[src/rtl/alu_pkg.sv]
// Shared opcodes, error bit positions, FSM states and default latencies for the ALU sequencer.
package alu_pkg;

  localparam int unsigned NREQ   = 2;
  localparam int unsigned OPC_W  = 4;
  localparam int unsigned OPND_W = 16;
  localparam int unsigned RES_W  = 32;
  localparam int unsigned ERR_W  = 2;

  localparam logic [OPC_W-1:0] OP_NOP = 4'h0;
  localparam logic [OPC_W-1:0] OP_ADD = 4'h1;
  localparam logic [OPC_W-1:0] OP_SUB = 4'h2;
  localparam logic [OPC_W-1:0] OP_MUL = 4'h3;
  localparam logic [OPC_W-1:0] OP_DIV = 4'h4;
  localparam logic [OPC_W-1:0] OP_MOD = 4'h5;

  localparam int unsigned ERR_OVF  = 0;
  localparam int unsigned ERR_DIV0 = 1;
  localparam logic [ERR_W-1:0] ERR_DIV0_ONLY = ERR_W'(1 << ERR_DIV0);
  localparam logic [ERR_W-1:0] ERR_FAULT     = ERR_W'((1 << ERR_DIV0) | (1 << ERR_OVF));

  localparam int unsigned DEF_ADD_LAT = 1;
  localparam int unsigned DEF_MUL_LAT = 3;
  localparam int unsigned DEF_DIV_LAT = 4;

  typedef enum logic [1:0] {IDLE, WAIT, RESP, FAULT} state_t;

  typedef struct packed {
    logic [OPC_W-1:0]  opcode;
    logic [OPND_W-1:0] a;
    logic [OPND_W-1:0] b;
  } alu_req_t;

  function automatic logic op_legal(input logic [OPC_W-1:0] op);
    return op inside {OP_ADD, OP_SUB, OP_MUL, OP_DIV, OP_MOD};
  endfunction

  function automatic logic op_is_div(input logic [OPC_W-1:0] op);
    return (op == OP_DIV) || (op == OP_MOD);
  endfunction

endpackage

[src/rtl/alu_sequencer_if.sv]
// Request, shared-ALU and response signals of the ALU sequencer; slave is the sequencer side.
interface alu_sequencer_if;
  import alu_pkg::*;

  logic [NREQ-1:0]             req_valid;
  logic [NREQ-1:0]             req_ready;
  logic [NREQ-1:0][OPC_W-1:0]  req_opcode;
  logic [NREQ-1:0][OPND_W-1:0] req_a;
  logic [NREQ-1:0][OPND_W-1:0] req_b;
  logic [OPND_W-1:0]           alu_input1;
  logic [OPND_W-1:0]           alu_input2;
  logic [OPC_W-1:0]            alu_opcode;
  logic [RES_W-1:0]            alu_result;
  logic [ERR_W-1:0]            alu_error;
  logic                        rsp_valid;
  logic                        rsp_ready;
  logic                        rsp_id;
  logic [RES_W-1:0]            rsp_result;
  logic [ERR_W-1:0]            rsp_error;
  logic                        busy;

  modport slave (
    input  req_valid, req_opcode, req_a, req_b, alu_result, alu_error, rsp_ready,
    output req_ready, alu_input1, alu_input2, alu_opcode, rsp_valid, rsp_id,
           rsp_result, rsp_error, busy
  );

  modport master (
    output req_valid, req_opcode, req_a, req_b, alu_result, alu_error, rsp_ready,
    input  req_ready, alu_input1, alu_input2, alu_opcode, rsp_valid, rsp_id,
           rsp_result, rsp_error, busy
  );

endinterface

[src/rtl/rr_arb2.sv]
// Two-way round-robin grant: the valid requester not granted last wins; a lone requester always wins.
module rr_arb2 (
  input  logic [1:0] req,
  input  logic       last,
  output logic [1:0] grant
);

  always_comb begin
    grant = req;
    if (req == 2'b11) grant = last ? 2'b01 : 2'b10;
  end

endmodule

[src/rtl/alu_sequencer.sv]
// Arbitrates two requesters onto one shared multi-cycle ALU and returns one response at a time.
// Optional ALU_SEQ_DIV0_BYPASS_EN: divide/modulo by zero answered immediately without an ALU cycle.
module alu_sequencer
  import alu_pkg::*;
#(
  parameter int unsigned ADD_LAT = DEF_ADD_LAT,
  parameter int unsigned MUL_LAT = DEF_MUL_LAT,
  parameter int unsigned DIV_LAT = DEF_DIV_LAT
) (
  input logic            clk,
  input logic            rst_n,
  alu_sequencer_if.slave bus
);

  localparam int unsigned MAX_AM  = (ADD_LAT > MUL_LAT) ? ADD_LAT : MUL_LAT;
  localparam int unsigned MAX_LAT = (MAX_AM > DIV_LAT) ? MAX_AM : DIV_LAT;
  localparam int unsigned CNT_W   = $clog2(MAX_LAT + 1);

  state_t             state_q, state_d;
  logic [CNT_W-1:0]   cnt_q, cnt_d;
  logic               last_q, last_d;
  logic [OPND_W-1:0]  in1_q, in1_d, in2_q, in2_d;
  logic [OPC_W-1:0]   op_q, op_d;
  logic               rsp_valid_q, rsp_valid_d;
  logic               rsp_id_q, rsp_id_d;
  logic [RES_W-1:0]   rsp_result_q, rsp_result_d;
  logic [ERR_W-1:0]   rsp_error_q, rsp_error_d;
  logic               busy_q, busy_d;
  logic [NREQ-1:0]    grant;
  logic               sel_id;
  logic               accept;
  alu_req_t           sel_req;

  function automatic logic [CNT_W-1:0] lat_of(input logic [OPC_W-1:0] op);
    if (op == OP_MUL) return CNT_W'(MUL_LAT);
    if (op_is_div(op)) return CNT_W'(DIV_LAT);
    return CNT_W'(ADD_LAT);
  endfunction

  rr_arb2 u_arb (
    .req   (bus.req_valid),
    .last  (last_q),
    .grant (grant)
  );

  // Ready is offered only in IDLE and is forced low while reset is held.
  assign bus.req_ready = (rst_n && (state_q == IDLE)) ? grant : '0;
  assign accept        = |(bus.req_valid & bus.req_ready);
  assign sel_id        = bus.req_ready[1];
  assign sel_req       = '{opcode: bus.req_opcode[sel_id], a: bus.req_a[sel_id], b: bus.req_b[sel_id]};

  assign bus.alu_input1 = in1_q;
  assign bus.alu_input2 = in2_q;
  assign bus.alu_opcode = op_q;
  assign bus.rsp_valid  = rsp_valid_q;
  assign bus.rsp_id     = rsp_id_q;
  assign bus.rsp_result = rsp_result_q;
  assign bus.rsp_error  = rsp_error_q;
  assign bus.busy       = busy_q;

  // Next-state and next-output logic.
  always_comb begin
    state_d      = state_q;
    cnt_d        = cnt_q;
    last_d       = last_q;
    in1_d        = in1_q;
    in2_d        = in2_q;
    op_d         = op_q;
    rsp_valid_d  = rsp_valid_q;
    rsp_id_d     = rsp_id_q;
    rsp_result_d = rsp_result_q;
    rsp_error_d  = rsp_error_q;

    unique case (state_q)
      IDLE: begin
        if (accept) begin
          rsp_id_d = sel_id;
          if (!op_legal(sel_req.opcode)) begin
            state_d      = FAULT;
            rsp_valid_d  = 1'b1;
            rsp_result_d = '0;
            rsp_error_d  = ERR_FAULT;
          end
`ifdef ALU_SEQ_DIV0_BYPASS_EN
          else if (op_is_div(sel_req.opcode) && (sel_req.b == '0)) begin
            state_d      = RESP;
            rsp_valid_d  = 1'b1;
            rsp_result_d = '0;
            rsp_error_d  = ERR_DIV0_ONLY;
          end
`endif
          else begin
            state_d = WAIT;
            cnt_d   = lat_of(sel_req.opcode);
            in1_d   = sel_req.a;
            in2_d   = sel_req.b;
            op_d    = sel_req.opcode;
          end
        end
      end
      WAIT: begin
        cnt_d = cnt_q - CNT_W'(1);
        if (cnt_q == CNT_W'(1)) begin
          state_d      = RESP;
          rsp_valid_d  = 1'b1;
          rsp_result_d = bus.alu_result;
          rsp_error_d  = bus.alu_error;
          in1_d        = '0;
          in2_d        = '0;
          op_d         = OP_NOP;
        end
      end
      RESP, FAULT: begin
        if (bus.rsp_ready) begin
          state_d     = IDLE;
          rsp_valid_d = 1'b0;
          last_d      = rsp_id_q;
        end
      end
      default: state_d = IDLE;
    endcase

    busy_d = (state_d != IDLE);
  end

  always_ff @(posedge clk or negedge rst_n) begin
    if (!rst_n) begin
      state_q      <= IDLE;
      cnt_q        <= '0;
      last_q       <= 1'b1;
      in1_q        <= '0;
      in2_q        <= '0;
      op_q         <= OP_NOP;
      rsp_valid_q  <= 1'b0;
      rsp_id_q     <= 1'b0;
      rsp_result_q <= '0;
      rsp_error_q  <= '0;
      busy_q       <= 1'b0;
    end else begin
      state_q      <= state_d;
      cnt_q        <= cnt_d;
      last_q       <= last_d;
      in1_q        <= in1_d;
      in2_q        <= in2_d;
      op_q         <= op_d;
      rsp_valid_q  <= rsp_valid_d;
      rsp_id_q     <= rsp_id_d;
      rsp_result_q <= rsp_result_d;
      rsp_error_q  <= rsp_error_d;
      busy_q       <= busy_d;
    end
  end

endmodule

[src/flat_wrapper.sv]
// flat-port wrapper written by rule: the top's interface ports become plain ports
module alu_sequencer_flat import alu_pkg::*;
#(
  parameter int unsigned ADD_LAT = DEF_ADD_LAT,
  parameter int unsigned MUL_LAT = DEF_MUL_LAT,
  parameter int unsigned DIV_LAT = DEF_DIV_LAT
)
  (clk, rst_n, bus_req_valid, bus_req_opcode, bus_req_a, bus_req_b, bus_alu_result, bus_alu_error, bus_rsp_ready, bus_req_ready, bus_alu_input1, bus_alu_input2, bus_alu_opcode, bus_rsp_valid, bus_rsp_id, bus_rsp_result, bus_rsp_error, bus_busy);
  alu_sequencer_if bus_i ();
  input logic clk;
  input logic rst_n;
  input wire logic [$bits(bus_i.req_valid)-1:0] bus_req_valid;
  input wire logic [$bits(bus_i.req_opcode)-1:0] bus_req_opcode;
  input wire logic [$bits(bus_i.req_a)-1:0] bus_req_a;
  input wire logic [$bits(bus_i.req_b)-1:0] bus_req_b;
  input wire logic [$bits(bus_i.alu_result)-1:0] bus_alu_result;
  input wire logic [$bits(bus_i.alu_error)-1:0] bus_alu_error;
  input wire logic [$bits(bus_i.rsp_ready)-1:0] bus_rsp_ready;
  output wire logic [$bits(bus_i.req_ready)-1:0] bus_req_ready;
  output wire logic [$bits(bus_i.alu_input1)-1:0] bus_alu_input1;
  output wire logic [$bits(bus_i.alu_input2)-1:0] bus_alu_input2;
  output wire logic [$bits(bus_i.alu_opcode)-1:0] bus_alu_opcode;
  output wire logic [$bits(bus_i.rsp_valid)-1:0] bus_rsp_valid;
  output wire logic [$bits(bus_i.rsp_id)-1:0] bus_rsp_id;
  output wire logic [$bits(bus_i.rsp_result)-1:0] bus_rsp_result;
  output wire logic [$bits(bus_i.rsp_error)-1:0] bus_rsp_error;
  output wire logic [$bits(bus_i.busy)-1:0] bus_busy;
  assign bus_i.req_valid = bus_req_valid;
  assign bus_i.req_opcode = bus_req_opcode;
  assign bus_i.req_a = bus_req_a;
  assign bus_i.req_b = bus_req_b;
  assign bus_i.alu_result = bus_alu_result;
  assign bus_i.alu_error = bus_alu_error;
  assign bus_i.rsp_ready = bus_rsp_ready;
  assign bus_req_ready = bus_i.req_ready;
  assign bus_alu_input1 = bus_i.alu_input1;
  assign bus_alu_input2 = bus_i.alu_input2;
  assign bus_alu_opcode = bus_i.alu_opcode;
  assign bus_rsp_valid = bus_i.rsp_valid;
  assign bus_rsp_id = bus_i.rsp_id;
  assign bus_rsp_result = bus_i.rsp_result;
  assign bus_rsp_error = bus_i.rsp_error;
  assign bus_busy = bus_i.busy;
  alu_sequencer #(.ADD_LAT(ADD_LAT), .MUL_LAT(MUL_LAT), .DIV_LAT(DIV_LAT)) u_core (.clk(clk), .rst_n(rst_n), .bus(bus_i));
endmodule
[config.mk]
export PLATFORM = sky130hd
export DESIGN_NAME = alu_sequencer_flat
export DESIGN_NICKNAME = d
export VERILOG_FILES = /design/src/rtl/alu_pkg.sv /design/src/rtl/alu_sequencer_if.sv /design/src/rtl/rr_arb2.sv /design/src/rtl/alu_sequencer.sv /design/src/flat_wrapper.sv
export SDC_FILE = /design/constraint.sdc
export NUM_CORES = 1
export LEC_CHECK = 0
export ABC_CLOCK_PERIOD_IN_PS = 4800
export CAP_MARGIN = 40
export CELL_PAD_IN_SITES_DETAIL_PLACEMENT = 0
export CELL_PAD_IN_SITES_GLOBAL_PLACEMENT = 2
export CORE_MARGIN = 2
export CORE_UTILIZATION = 24
export DETAILED_ROUTE_END_ITERATION = 12
export GPL_ROUTABILITY_DRIVEN = 0
export PLACE_DENSITY_LB_ADDON = 0.2
export SYNTH_ARGS = -nofsm -noshare
export SYNTH_HDL_FRONTEND = slang
export SYNTH_SLANG_ARGS = --single-unit
export TNS_END_PERCENT = 100
[constraint.sdc]
create_clock -name clk -period 4.8 [get_ports clk]
set_input_delay 0.96 -clock clk [delete_from_list [all_inputs] [get_ports clk]]
set_output_delay 0.96 -clock clk [all_outputs]
set_load 0.01 [all_outputs]
Word-level counts from Yosys, hierarchy flattened
Index checks and enable logic that the tools add are counted.
- register bits: 79
- $lt $le $gt $ge: 1
- add/subtract/negate cells: 1
- bitwise gates (word level): 1
- muxes and demuxes: 54
- eq/ne operators: 15
- reductions and logical operators: 14
- operators by type and width (kind ; number):
    16-bit two-way mux ; 9
    32-bit two-way mux ; 3
    16-bit case mux with 2 select lines ; 2
    32-bit case mux with 2 select lines ; 1
    2-bit two-way mux ; 10
    4-bit two-way mux ; 5
    3-bit two-way mux ; 6
    1-bit two-way mux ; 13
    4-bit AND reduction ; 3
    4-bit by 2-bit equality test with 1-bit output (second input constant) ; 2
    4-bit by 3-bit equality test with 1-bit output (second input constant) ; 2
    4-bit case mux with 2 select lines ; 1
    2-bit equality test (second input constant) ; 3
    2-bit != test (second input constant) ; 3
    2-bit case mux with 3 select lines ; 1
    3-bit case mux with 2 select lines ; 1
    5-bit nonzero test ; 1
    4-bit by 1-bit equality test with 1-bit output (second input constant) ; 1
    2-bit by 1-bit != test with 1-bit output (second input constant) ; 2
    2-bit case mux with 2 select lines ; 1
    2-bit AND reduction ; 2
    2-bit nonzero test ; 2
    2-bit OR reduction ; 2
    3-bit by 1-bit equality test with 1-bit output (second input constant) ; 1
    9 further kinds ; 9

Depth between registers and ports, before layout
- depth in word-level cells: 19
- mapped depth: 9

Cells and area by module
A second synthesis with hierarchy kept.
- cells, all modules: 342
- area total of the unflattened synthesis: 3681.0 sq um
- by module, submodules not included (module ; sequential area each (sq um) ; area an instance (sq um) ; instances ; cells each):
    alu_sequencer ; 1978.1 ; 3662.3 ; 1 ; 339
    rr_arb2 ; 0.0 ; 18.8 ; 1 ; 3

Worst setup path before layout
Ideal clock, no wire load.
- kind: input port to output port
- start: in bus_req_valid[1]
- end: out bus_req_ready[1]
- cell stages on the path: 5
- path buffers: 2
- data arrival time: 1.947 ns
- data required time: 3.840 ns
- path slack: 1.893 ns
- path through: a21boi_1 nand2_1 buf_4 buf_1 inv_1
- longest elaborated chain between the ends: 3
- ends and longest elaborated chain (item ; line ; text):
    from (decl) ; flat_wrapper.sv:12 ; input wire logic [$bits(bus_i.req_valid)-1:0] bus_req_valid;
    2-bit equality test ; rr_arb2.sv:10 ; if (req == 2'b11) grant = last ? 2'b01 : 2'b10;
    2-bit two-way mux * ; rr_arb2.sv:10 ;
    2-bit two-way mux * ; alu_sequencer.sv:47 ; assign bus.req_ready = (rst_n && (state_q == IDLE)) ? grant : '0;
    to (decl) ; flat_wrapper.sv:19 ; output wire logic [$bits(bus_i.req_ready)-1:0] bus_req_ready;
Mark *: on every way between the ends. The rest lies on a longest branch, timed or not.

Final worst setup path
Same ends and word-level chain as after synthesis.

==> metrics.txt <==
Yosys top cell area share=53.2%; Fmax=0.283 GHz; total negative setup slack=0 ns; Post-synth EDFFs=0; clock sinks=slightly below 80; largest net degree at the start of global routing=69; area grow syn2layout=63.2%; final worst path period need=between 3 and 4 ns; worst vdd ir=0.144 mV; clock slew at reported path FFs=0.06 ns; HPWL Detailed=7720 microns; TritonCTS clock tree=built; skew final=0.00525 ns; critical path fanouts, max=4; Crit Path Class=input port to output pin; most frequent cells after synthesis=78 x dfrtp_1, 46 x nand2_1, 44 x o21ai_1, 38 x inv_1, 35 x mux2i_1; CORE AREA=15100 sq um; Pleak=around 2.7 nW; Num CTS Buffers=9; Cells after Synth=~370; Die Wd=128 microns; Syn Nets=slightly below 500; starting density of the core=about a quarter; final period utilization=73.5%; Slew Limit Fails=0; worst rel slew slack=a little under three fifths; DIE HEIGHT=128 microns; worst hold path type=flip-flop to flip-flop; first-pass GRT wire length=17200 microns; Post-Syn Area=3670 sq um; sequential area share after synthesis=between 50% and 60%; Initial DRC Count=92; most common cell in the synthesized netlist=dfrtp_1; average via count per standard cell=4.37; drt drc=0; H-tree depth=3; I/O Buffers=185; PwrDens=515 nW/um^2; post-CTS resize count=0; Antenna Cells=0; Pre-antenna DRT Iters=4; Fin. Hold Viols=0; Post-synth top flop=dfrtp_1; Cell variety after synth=42; max-cap violations=0; Tot Pwr=about 0.0031 W; gr usage total=13.5%; Mean Syn Cell Area=9.87 sq um; nature of the critical path endpoint=output pin; number of global-route vias before repair=3249; final setup vio count=0; CTS max path bufs=2; RSZ-0062 raised after global routing=false; leading area contributor after synthesis=dfrtp_1; vias after detailed routing=3242; Post-Route WL=10800 microns; aggregate global routing overflow=0; Worst EP required=3.84 ns; die area=about 16000 sq um; Setup Fix Bufs, Post-CTS=0; crit path launch type=input port; status=completed; CTS root buf=clkbuf_16; Boundary Pins=186; Final Hold Slack=0.476 ns; top cells by area, synth=dfrtp_1 53%, mux2i_1 9.5%, o21ai_1 6.0%; Post-DRT Antenna Nets=0; hold_buf cts=0; Nets=663; Synth Register Bits=just under 80; FFs w/ async S/R, synth=100%; antenna violations before repair=0; Least-Margin Pin Slew=between 0.6 and 0.7 ns; crit path DAT=~2.6 ns; WL per Instance=14.5 microns; share of layout cells above drive strength 1=6.14%; fillcell total=1517; Syn. warnings=0; row count=45; worst-skew pair later-pin latency=0.33 ns
==> state kept, by name, summed over array words and instances (netlist names), 2 cells and up <==
signal,cells
u_core.bus.alu_input2,16
u_core.bus.rsp_error,2
u_core.bus.rsp_result,32
u_core.state_q,2
u_core.cnt_q,3
u_core.bus.alu_opcode,4
u_core.bus.alu_input1,16
==> path summary, 6_finish.rpt <==
kind                                           from                   endpoint  slack, ns  cells past startpoint
setup / recovery                   bus_req_valid[1]           bus_req_ready[1]       1.27                      5
hold / removal             u_core.bus.alu_opcode[2]   u_core.bus.alu_opcode[2]       0.48                      1
setup reg to reg                  u_core.state_q[0]  u_core.bus.rsp_result[26]       2.45                      7
hold reg to reg            u_core.bus.alu_opcode[2]   u_core.bus.alu_opcode[2]       0.48                      1
max in group asynchronous                     rst_n  u_core.bus.alu_input2[10]       3.20                      2
min in group asynchronous                     rst_n    u_core.bus.rsp_error[0]       0.57                      1
==> worst max-delay path: stages <==
cell             delay (ns)
clkdlybuf4s50_1        0.53
a21boi_1               0.32
nand2_2                0.10
inv_1                  0.07
clkdlybuf4s50_1        0.59
==> stage by stage <==
step | std cells | utilization (%) | setup slack (ns) | cell area [sq um]
finish | 742 | 39.7 | 1.27 | 5990
detailed placement | 727 | 37.6 | 1.23 | 5680
global route | 742 | 39.7 | 1.13 | 5990
CTS | 742 | 39.7 | 1.23 | 5990
global placement | 727 | 37.6 | 1.25 | 5680
floorplan | 372 | - | 1.89 | 3670
==> cell type report <==
| class | count | area (sq um) | area share [%] |
|---|---|---|---|
| clock buffer | 11 | 243 | 4.05 |
| clock inverter | 4 | 70.1 | 1.17 |
| inverter | 38 | 143 | 2.38 |
| multi-input combinational | 231 | 1430 | 23.8 |
| sequential | 79 | 1980 | 33.0 |
| tap | 188 | 235 | 3.93 |
| timing repair buffer | 191 | 1890 | 31.6 |
==> placed cells by master (no fill, tap or decap), types with 2 or more instances in the layout <==
cell type and instances:
clkdlybuf4s50_1 184, dfrtp_1 78, nand2_1 45, o21ai_1 44, inv_1 38, mux2i_1 35, nand3_1 33, o21ai_0 26
clkbuf_16 9, nor2_1 8, buf_4 7, a21oi_1 4, a21o_1 3, nor3b_1 3, nand2b_1 2, nor3_1 2
ha_1 2, bufinv_16 2, clkinv_2 2
==> report_power, final <==
group	switching [W]	internal (W)	leakage [nW]
Combinational	0.000632	0.000667	1.49
Sequential	0.000150	0.000910	1.04
Clock	0.000261	0.000465	0.155
==> cell families after synthesis <==
group | after synthesis | share of synthesized area [%]
DFF | 79 | 53.9
adders and majority gates | 2 | 0.682
AOI/OAI and AO/OA | 90 | 14.9
buffers and inverters | 62 | 7.43
muxes | 36 | 9.85
and+or+nand+nor | 103 | 13.3
==> metal layers <==
layer,track usage [%],wire length [microns],vias to the layer above
met3,5.38,1070,11
met1,17.2,4880,1472
met5,0,0,-
met2,20.6,4650,142
met4,5.24,165,0
li1,-,-,1617
Power figures use the tool's default switching activity.
